### src/rtl/spi_column_loader.sv
// spi_column_loader: frames the SPI byte stream (SOF, then NUM_COLS 16-bit
// words, low byte first) into the back bank of a double-buffered column
// buffer. The banks swap only on a renderer vsync once a full frame is in.
module spi_column_loader #(
    parameter int          NUM_COLS = 640,
    parameter int          ADDR_W   = 10,
    parameter logic [7:0]  SOF      = 8'hA5,
    parameter int          TIMEOUT  = 65535
) (
    input  logic              clk,
    input  logic              rst_n,
    input  logic              cs,
    input  logic [7:0]        rx_byte,
    input  logic              rx_valid,
    input  logic              vsync,
    output logic              wr_en,
    output logic              wr_bank,
    output logic [ADDR_W-1:0] wr_addr,
    output logic [15:0]       wr_data,
    output logic              front_bank,
    output logic              frame_done,
    output logic              frame_err,
    output logic              overrun,
    output logic              busy
);

    localparam int TW = $clog2(TIMEOUT + 1);

    localparam logic [1:0] S_IDLE = 2'd0;
    localparam logic [1:0] S_LO   = 2'd1;
    localparam logic [1:0] S_HI   = 2'd2;
    localparam logic [1:0] S_WAIT = 2'd3;

    localparam logic [ADDR_W-1:0] LAST_COL = ADDR_W'(NUM_COLS - 1);
    localparam logic [TW-1:0]     TMO_MAX  = TW'(TIMEOUT);

    logic [1:0]        cs_q;
    logic [2:0]        rv_q;
    logic              strb_q;

    logic [1:0]        state_q, state_d;
    logic [ADDR_W-1:0] col_q, col_d;
    logic [7:0]        lo_q, lo_d;
    logic [TW-1:0]     tmr_q, tmr_d;
    logic              wr_en_q, wr_en_d;
    logic [ADDR_W-1:0] wr_addr_q, wr_addr_d;
    logic [15:0]       wr_data_q, wr_data_d;
    logic              front_q, front_d;
    logic              done_q, done_d;
    logic              err_q, err_d;
    logic              ovr_q, ovr_d;

    // Synchronize cs/rx_valid and register the byte strobe (rising edge of
    // synced rx_valid qualified by synced cs low). cs resets to inactive.
    always_ff @(posedge clk or negedge rst_n) begin
        if (!rst_n) begin
            cs_q   <= 2'b11;
            rv_q   <= 3'b000;
            strb_q <= 1'b0;
        end else begin
            cs_q   <= {cs_q[0], cs};
            rv_q   <= {rv_q[1:0], rx_valid};
            strb_q <= rv_q[1] & ~rv_q[2] & ~cs_q[1];
        end
    end

    // Framing FSM next-state: SOF hunt, low/high byte pairing, inter-byte
    // timeout, and the wait for a frame boundary before swapping banks.
    always_comb begin
        state_d   = state_q;
        col_d     = col_q;
        lo_d      = lo_q;
        tmr_d     = tmr_q;
        wr_en_d   = 1'b0;
        wr_addr_d = wr_addr_q;
        wr_data_d = wr_data_q;
        front_d   = front_q;
        done_d    = 1'b0;
        err_d     = 1'b0;
        ovr_d     = 1'b0;
        case (state_q)
            S_IDLE: begin
                if (strb_q && rx_byte == SOF) begin
                    state_d = S_LO;
                    col_d   = '0;
                    tmr_d   = '0;
                end
            end
            S_LO: begin
                if (strb_q) begin
                    lo_d    = rx_byte;
                    tmr_d   = '0;
                    state_d = S_HI;
                end else if (tmr_q == TMO_MAX) begin
                    err_d   = 1'b1;
                    state_d = S_IDLE;
                end else begin
                    tmr_d = tmr_q + 1'b1;
                end
            end
            S_HI: begin
                if (strb_q) begin
                    wr_en_d   = 1'b1;
                    wr_addr_d = col_q;
                    wr_data_d = {rx_byte, lo_q};
                    tmr_d     = '0;
                    if (col_q == LAST_COL) begin
                        state_d = S_WAIT;
                    end else begin
                        col_d   = col_q + 1'b1;
                        state_d = S_LO;
                    end
                end else if (tmr_q == TMO_MAX) begin
                    err_d   = 1'b1;
                    state_d = S_IDLE;
                end else begin
                    tmr_d = tmr_q + 1'b1;
                end
            end
            default: begin
                // The last write is still on the bus in the first WAIT cycle;
                // a vsync there belongs to the frame being rendered, not ours.
                if (vsync && !wr_en_q) begin
                    front_d = ~front_q;
                    done_d  = 1'b1;
                    state_d = S_IDLE;
                end
                if (strb_q) begin
                    ovr_d = 1'b1;
                end
            end
        endcase
    end

    // State and registered outputs.
    always_ff @(posedge clk or negedge rst_n) begin
        if (!rst_n) begin
            state_q   <= S_IDLE;
            col_q     <= '0;
            lo_q      <= '0;
            tmr_q     <= '0;
            wr_en_q   <= 1'b0;
            wr_addr_q <= '0;
            wr_data_q <= '0;
            front_q   <= 1'b0;
            done_q    <= 1'b0;
            err_q     <= 1'b0;
            ovr_q     <= 1'b0;
        end else begin
            state_q   <= state_d;
            col_q     <= col_d;
            lo_q      <= lo_d;
            tmr_q     <= tmr_d;
            wr_en_q   <= wr_en_d;
            wr_addr_q <= wr_addr_d;
            wr_data_q <= wr_data_d;
            front_q   <= front_d;
            done_q    <= done_d;
            err_q     <= err_d;
            ovr_q     <= ovr_d;
        end
    end

    assign wr_en      = wr_en_q;
    assign wr_bank    = ~front_q;
    assign wr_addr    = wr_addr_q;
    assign wr_data    = wr_data_q;
    assign front_bank = front_q;
    assign frame_done = done_q;
    assign frame_err  = err_q;
    assign overrun    = ovr_q;
    assign busy       = (state_q != S_IDLE);

endmodule

### config.mk
export PLATFORM = sky130hd
export DESIGN_NAME = spi_column_loader
export DESIGN_NICKNAME = d
export VERILOG_FILES = /design/src/rtl/spi_column_loader.sv
export SDC_FILE = /design/constraint.sdc
export NUM_CORES = 1
export LEC_CHECK = 0
export CORE_MARGIN = 2
export CORE_UTILIZATION = 49
export CTS_CLUSTER_SIZE = 25
export DETAILED_ROUTE_END_ITERATION = 8
export GPL_TIMING_DRIVEN = 0
export PLACE_DENSITY = 0.86
export SYNTH_ARGS = -nofsm -noshare
export SYNTH_HDL_FRONTEND = slang
export SYNTH_SLANG_ARGS = --single-unit
### constraint.sdc
create_clock -name clk -period 1.7 [get_ports clk]
set_input_delay 0.34 -clock clk [delete_from_list [all_inputs] [get_ports clk]]
set_output_delay 0.34 -clock clk [all_outputs]
set_load 0.05 [all_outputs]
==> run metrics, run 1 <==
Crit Path Max Fanout 4; Mapped Avg Cell Area 11.9 sq um; initial cell density of the core ~51%; Setup Viol. Count Final 20; worst-case vdd ir drop 0.00114 V; post-route fraction of the period consumed by the critical path 115%; kind of capture point of the worst setup path flip-flop; first-pass GRT wire length 12.4 mm; vias in the first global route 2,632; top library cells by usage in the layout, fill and taps aside sky130_fd_sc_hd__dfrtp_1, sky130_fd_sc_hd__mux2_2, sky130_fd_sc_hd__dlygate4sd2_1; sequence of cells on the critical path buf_4 > ha_1 > a2111oi_1 > a21oi_1 > a32o_1; setup repair after global routing missed its margin true; most used flip-flop cell after synthesis sky130_fd_sc_hd__dfrtp_1; routed length per placed instance 18.4 microns; combined area of all synthesized cells 3440 sq um; total iterations of the first detailed-routing run 5; CP Data Required Time a little under 2 ns; post-synth top area cell sky130_fd_sc_hd__dfrtp_1; Power per Cell Area ~1800 nW/um^2; htree depth 3; count of hold buffers inserted by post-cts repair 0; syn nets about 310; number of distinct standard cells referenced by the synthesized netlist 52; sort of element at the start of the critical path flip-flop; Final Hold Viols 0; flip-flop and latch count after synthesis 73; failing checks negative setup slack; count of buffers from port buffering between 40 and 50; number of antenna violations at the first check in global routing 0; total track usage 20.9%; main combinational cell family by area after synthesis compound AO/OA/AOI/OAI gates; clock sink total 73; number of enable-type register cells in the synthesized netlist 0; die width 87.8 microns; filler-free cell count of the finished design 472; clock-pin slew of the registers on the worst-case setup and hold paths 0.08 ns; tightest slew margin relative to the limit 41.1%; simple-gate portion of the synthesized area 13.6%; residual antenna-violating net count after detailed routing 0; sum of net half-perimeters after detailed placement ~4.7 mm; result of the run finished, violations left; Total Die Area 7700 sq um; GR Overflow Total 0; class of the most critical hold timing path input pin to async pin; WS Path Type flip-flop to flip-flop; drt via density 5.94; Post-Synth Adder-Cell Area 2.18%; clock buffer count from CTS 9; area added between synthesis and finish 38.7%; Data arrival, critical path 2.20 ns; wirelength, routed approximately 8.7 mm; pin count of the biggest net entering global routing 74; setup skew after layout 0.00955 ns; drt drc 0; buffer depth of the longest clock path 2; placed insts 431; number of ports placed on the die boundary 46; via count 2,806; sequential-to-total area share from yosys stat 53.2%; layout net count 390; leakage component of the power 2.13 nW; Max Fclk 0.513 GHz; reg-to-reg critical path startpoint state_q[0]; Power Total 8.43 mW; worst stage delay on the critical path 0.53 ns; slowest cell on the critical path sky130_fd_sc_hd__a2111oi_1; Vert. Die Dim 87.8 microns; slew at the pin closest to its max-slew limit a little under 0.9 ns; Slew Limit Fails 0; cells after synthesis between 200 and 300; share of final-layout standard cells stronger than drive strength 1 40.7%; diode count 0; Final GP Congestion 0.983; PnR worst setup slack -0.251 ns; multiplexer area fraction after synthesis a little under an eighth; placeable core region 6790 sq um; post-synthesis compound-gate area fraction 13.7%; Yosys warning total 0; synthesized-area fraction occupied by xor and xnor cells 2.29%; portion of synthesized cell area occupied by the leading cell type 51.7%; ranking of synthesized cells by area sky130_fd_sc_hd__dfrtp_1, sky130_fd_sc_hd__mux2_2, sky130_fd_sc_hd__nor2_1, sky130_fd_sc_hd__a31oi_1, sky130_fd_sc_hd__xnor2_1; violation count after the first detailed-route iteration 253; Max-cap violations 0; number of rows in the core area 30; CTS tree yes; insertion delay of the later-clocked pin in the worst-skew pair about 0.35 ns; post-synthesis async set-or-reset flop share 100%; number of filler cells placed in the layout 430; timing startpoint of the critical path state_q[0]; most common cell after layout, fill and taps aside sky130_fd_sc_hd__dfrtp_1; root buffer cell sky130_fd_sc_hd__clkbuf_8; time the final worst path needs with I/O delays and setup ~2 ns
-- worst paths after layout --
| kind | end | slack (ns) | cells past startpoint |
|---|---|---|---|
| setup / recovery | state_q[1] | -0.25 | 5 |
| hold / removal | wr_data[5] | 0.08 | 1 |
| setup reg to reg | state_q[1] | -0.25 | 5 |
| hold reg to reg | rv_q[1] | 0.36 | 0 |
| max in group asynchronous | col_q[1] | 0.96 | 1 |
| min in group clk | lo_q[7] | 0.30 | 2 |
-- synth_stat cells, types with 2 or more instances --
cell type                   number
sky130_fd_sc_hd__a2111oi_0       2
sky130_fd_sc_hd__a211oi_1        4
sky130_fd_sc_hd__and2_1          3
sky130_fd_sc_hd__a31oi_1        13
sky130_fd_sc_hd__and4bb_2        2
sky130_fd_sc_hd__a21oi_1        10
sky130_fd_sc_hd__buf_2           5
sky130_fd_sc_hd__nand4_1         7
sky130_fd_sc_hd__and3_1          4
sky130_fd_sc_hd__o21ai_0         9
sky130_fd_sc_hd__dfrtp_1        71
sky130_fd_sc_hd__a21o_1          5
sky130_fd_sc_hd__clkbuf_1        3
sky130_fd_sc_hd__nor2b_1         3
sky130_fd_sc_hd__nor4_1          2
sky130_fd_sc_hd__a211oi_2        3
sky130_fd_sc_hd__and4_4          3
sky130_fd_sc_hd__nor3b_1         2
sky130_fd_sc_hd__nor2_1         22
sky130_fd_sc_hd__inv_1           8
sky130_fd_sc_hd__a22o_1          2
sky130_fd_sc_hd__xnor2_1         9
sky130_fd_sc_hd__buf_4           3
sky130_fd_sc_hd__nand2_1        15
sky130_fd_sc_hd__nand3_1         7
sky130_fd_sc_hd__buf_6           2
sky130_fd_sc_hd__mux2_2         35
sky130_fd_sc_hd__a41oi_1         3
sky130_fd_sc_hd__dfstp_2         2
sky130_fd_sc_hd__nand2b_1        3
sky130_fd_sc_hd__ha_1            6
sky130_fd_sc_hd__o31ai_1         2
-- layout make-up --
class	count	area (sq um)	share of cell area (%)
tap	96	120	2.52
clock inverter	7	78.8	1.65
clock buffer	9	124	2.60
timing repair buffer	73	676	14.2
multi-input combinational	196	1790	37.6
buffer	10	105	2.20
sequential	73	1840	38.6
inverter	8	33.8	0.709
-- registers in the layout, indices dropped and copies added (netlist names), 2 cells and up --
| name | count |
|---|---|
| state_q | 2 |
| wr_addr | 10 |
| tmr_q | 16 |
| lo_q | 8 |
| col_q | 10 |
| cs_q | 2 |
| rv_q | 3 |
| wr_data | 16 |
-- through the flow --
stage	hold WS (ns)	TNS (ns)	setup slack, ns	utilization, %	cell area, sq um
floorplan	0.0444	-0.400	-0.0800	-	3480
global placement	0.333	-164.26	-2.11	59.6	4050
detailed placement	0.346	-13.98	-0.542	59.6	4050
CTS	0.137	-0.758	-0.136	65.1	4420
global route	0.187	-3.53	-0.298	70.2	4770
finish	0.0838	-1.72	-0.251	70.2	4770
-- kinds of logic after synthesis --
family | count (synthesis)
adders and majority gates | 6
buffers and inverters | 21
and+or+nand+nor | 81
xor gates and xnor gates | 9
AOI/OAI and AO/OA | 64
DFF | 73
muxes | 36
-- power by group --
| group | internal [mW] | leakage (nW) | total (mW) | switching (mW) |
|---|---|---|---|---|
| combinational | 1.74 | 1.13 | 4.32 | 2.58 |
| sequential | 2.32 | 0.903 | 2.75 | 0.429 |
| clock | 0.689 | 0.0925 | 1.37 | 0.678 |
-- routing by layer --
layer,routed length [microns],track usage [%],up-vias
li1,-,-,1234
met1,3530,26.9,1415
met2,4370,33.7,125
met3,497,6.22,32
met4,279,7.55,0
met5,0,0,-
-- repair_timing --
item	CTS	global route
cloned	1	0
setup buffers	10	18
gates resized for setup	70	58
setup endpoints to repair	80	46
pin swaps	11	27
hold endpoints to repair	0	0
-- critical path: cells and delay by family (launching register included) --
| family | cells | cell delay, ns |
|---|---|---|
| buf+inv | 1 | 0.16 |
| fa+ha+maj | 1 | 0.30 |
| compound gates | 3 | 0.98 |
| flops | 1 | 0.41 |
No activity file was read; power rests on OpenSTA's default activity.
==> run 2, diff against run 1 <==
--- a/config.mk
+++ b/config.mk
@@ -6,11 +6,10 @@
 export NUM_CORES = 1
 export LEC_CHECK = 0
 export CORE_MARGIN = 2
-export CORE_UTILIZATION = 49
+export CORE_UTILIZATION = 59
 export CTS_CLUSTER_SIZE = 25
 export DETAILED_ROUTE_END_ITERATION = 8
-export GPL_TIMING_DRIVEN = 0
-export PLACE_DENSITY = 0.86
+export PLACE_DENSITY = 0.95
 export SYNTH_ARGS = -nofsm -noshare
 export SYNTH_HDL_FRONTEND = slang
 export SYNTH_SLANG_ARGS = --single-unit
==> constraint.sdc (replaced) <==
create_clock -name clk -period 2.5 [get_ports clk]
set_input_delay 0.5 -clock clk [delete_from_list [all_inputs] [get_ports clk]]
set_output_delay 0.5 -clock clk [all_outputs]
set_load 0.05 [all_outputs]
==> run 2 against run 1 <==
Compared with the run above: the run now ends clean; die area decreased by 16%; cell count fell by 12%; sequential power decreased by 30%; clock skew is 0.0043 ns lower.
==> run metrics, run 2 (synthesized netlist as in run 1, its figures left out) <==
initial cell density of the core 61.7%; count of buffers from port buffering 45; Comb power frac 44.7%; Vert. Die Dim 80.3 microns; post-route fraction of the period consumed by the critical path 87.7%; die width between 80 and 90 microns; area added between synthesis and finish 20.7%; switching share of power between 40% and 50%; total track usage 27.7%; class of the most critical hold timing path input pin to async pin; switching power of the nets 2.23 mW; time the final worst path needs with I/O delays and setup approximately 2.2 ns; tightest slew margin relative to the limit a little over a third; CP Data Required Time about 2.8 ns; placeable core region 5570 sq um; Final GP Congestion 0.955; post-CTS setup buffer count 0; routed length per placed instance ~19 microns; Slew Limit Fails 0; Final Hold Viols 0; Reg power frac around 38%; Total Die Area 6450 sq um; sequence of cells on the critical path inv_1 > ha_1 > nand2b_1 > or3_1 > nor4_1 > a21oi_1 > nand2_1; Max-cap violations 0; layout net count 357; Data arrival, critical path 2.48 ns; pin count of the biggest net entering global routing 35; final-layout setup total negative slack 0 ns; htree depth 3; clock buffer count from CTS 9; via count 2,626; insertion delay of the later-clocked pin in the worst-skew pair 0.34 ns; filler-free cell count of the finished design 415; GR Overflow Total 0; number of ports placed on the die boundary 46; Setup Viol. Count Final 0; violation count after the first detailed-route iteration 288; sum of net half-perimeters after detailed placement 5.16 mm; drt drc 0; placed instance area 3950 sq um; drt via density between 6 and 7; leakage component of the power 1.76 nW; cell-internal power around 2.9 mW; most common cell after layout, fill and taps aside sky130_fd_sc_hd__dfrtp_1; wirelength, routed 7.85 mm; total iterations of the first detailed-routing run 4; sort of element at the start of the critical path flip-flop; setup skew after layout 0.00523 ns; number of antenna violations at the first check in global routing 0; count of buffer and inverter cells on the critical path 1; slew at the pin closest to its max-slew limit 0.947 ns; clock network fraction of design power 17.8%; buffer depth of the longest clock path 2; worst hold-check slack 0.100 ns; slowest cell on the critical path sky130_fd_sc_hd__or3_1; share of final-layout standard cells stronger than drive strength 1 between 20% and 30%; setup repair after global routing missed its margin false; top library cells by usage in the layout, fill and taps aside sky130_fd_sc_hd__dfrtp_1, sky130_fd_sc_hd__clkdlybuf4s50_1, sky130_fd_sc_hd__mux2_2; CTS tree yes; vias in the first global route 2,741; diode count 0; post-CTS sizing 0; Max Fclk 0.456 GHz; result of the run complete, no violations; first-pass GRT wire length 13.2 mm; number of rows in the core area 27; WS Path Type flip-flop to flip-flop; count of hold buffers inserted by post-cts repair 0; worst-case vdd ir drop 0.000925 V; kind of capture point of the worst setup path flip-flop; Crit Path Max Fanout 11; residual antenna-violating net count after detailed routing 0; gate family responsible for the most delay along the worst path simple AND/OR/NAND/NOR gates; worst stage delay on the critical path 0.50 ns; root buffer cell sky130_fd_sc_hd__clkbuf_8; placed insts 399; Power per Cell Area 1240 nW/um^2; post-route cell area 4150 sq um; clock sink total 73; clock-pin slew of the registers on the worst-case setup and hold paths 0.08 ns
## run 2: path summary, 6_finish.rpt
path / cells past startpoint / to / slack [ns] / startpoint
setup / recovery: 7 / tmr_q[8] / 0.31 / state_q[0]
hold reg to reg: 0 / rv_q[1] / 0.35 / rv_q[0]
min in group clk: 0 / rv_q[1] / 0.35 / rv_q[0]
max in group asynchronous: 2 / cs_q[1] / 1.68 / rst_n
hold / removal: 1 / lo_q[4] / 0.10 / rst_n
setup reg to reg: 7 / tmr_q[8] / 0.31 / state_q[0]
## run 2: worst reg2reg max path, stage by stage (launching register included)
cell and delay, ns:
sky130_fd_sc_hd__dfrtp_1 0.43, sky130_fd_sc_hd__inv_1 0.09, sky130_fd_sc_hd__ha_1 0.30, sky130_fd_sc_hd__nand2b_1 0.25, sky130_fd_sc_hd__or3_1 0.50, sky130_fd_sc_hd__nor4_1 0.37
sky130_fd_sc_hd__a21oi_1 0.10, sky130_fd_sc_hd__nand2_1 0.08
## run 2: area by class of cell
| class | count | area [sq um] |
|---|---|---|
| inverter | 8 | 30.0 |
| clock buffer | 11 | 141 |
| tap | 72 | 90.1 |
| timing repair buffer | 50 | 505 |
| fill | 351 | 1430 |
| clock inverter | 5 | 55.1 |
| multi-input combinational | 196 | 1500 |
| sequential | 73 | 1830 |
## run 2: power groups by stage
stage,sequential [mW],clock [mW],combinational [mW]
detailed placement,1.93,0,2.27
finish,1.93,0.917,2.31
global placement,1.89,0,2.18
global route,1.98,0.984,2.45
floorplan,2.42,0,1.06
CTS,1.93,0.934,2.31
## run 2: per-layer routing
| layer | vias up | global-route usage (%) | routed length, microns |
|---|---|---|---|
| met5 | - | 0 | 0 |
| li1 | 1167 | - | - |
| met1 | 1305 | 33.3 | 3000 |
| met4 | 0 | 13.6 | 239 |
| met2 | 128 | 46.3 | 4110 |
| met3 | 26 | 6.85 | 506 |
## run 2: per-stage QoR
stage / worst slack [ns] / total power, mW / utilization, %
2_1_floorplan: 0.342 / 3.48 / -
3_3_place_gp: 0.278 / 4.08 / 70.9
3_5_place_dp: 0.184 / 4.20 / 70.9
4_1_cts: 0.339 / 5.17 / 74.4
5_1_grt: 0.248 / 5.42 / 74.4
6_report: 0.307 / 5.16 / 74.4
==> run 3, diff against run 2 <==
--- a/config.mk
+++ b/config.mk
@@ -10,6 +10,7 @@
 export CTS_CLUSTER_SIZE = 25
 export DETAILED_ROUTE_END_ITERATION = 8
 export PLACE_DENSITY = 0.95
+export SLEW_MARGIN = 20
 export SYNTH_ARGS = -nofsm -noshare
 export SYNTH_HDL_FRONTEND = slang
 export SYNTH_SLANG_ARGS = --single-unit
==> results of run 3 <==
The final DEF is identical to that of run 2; final timing and power are the same.
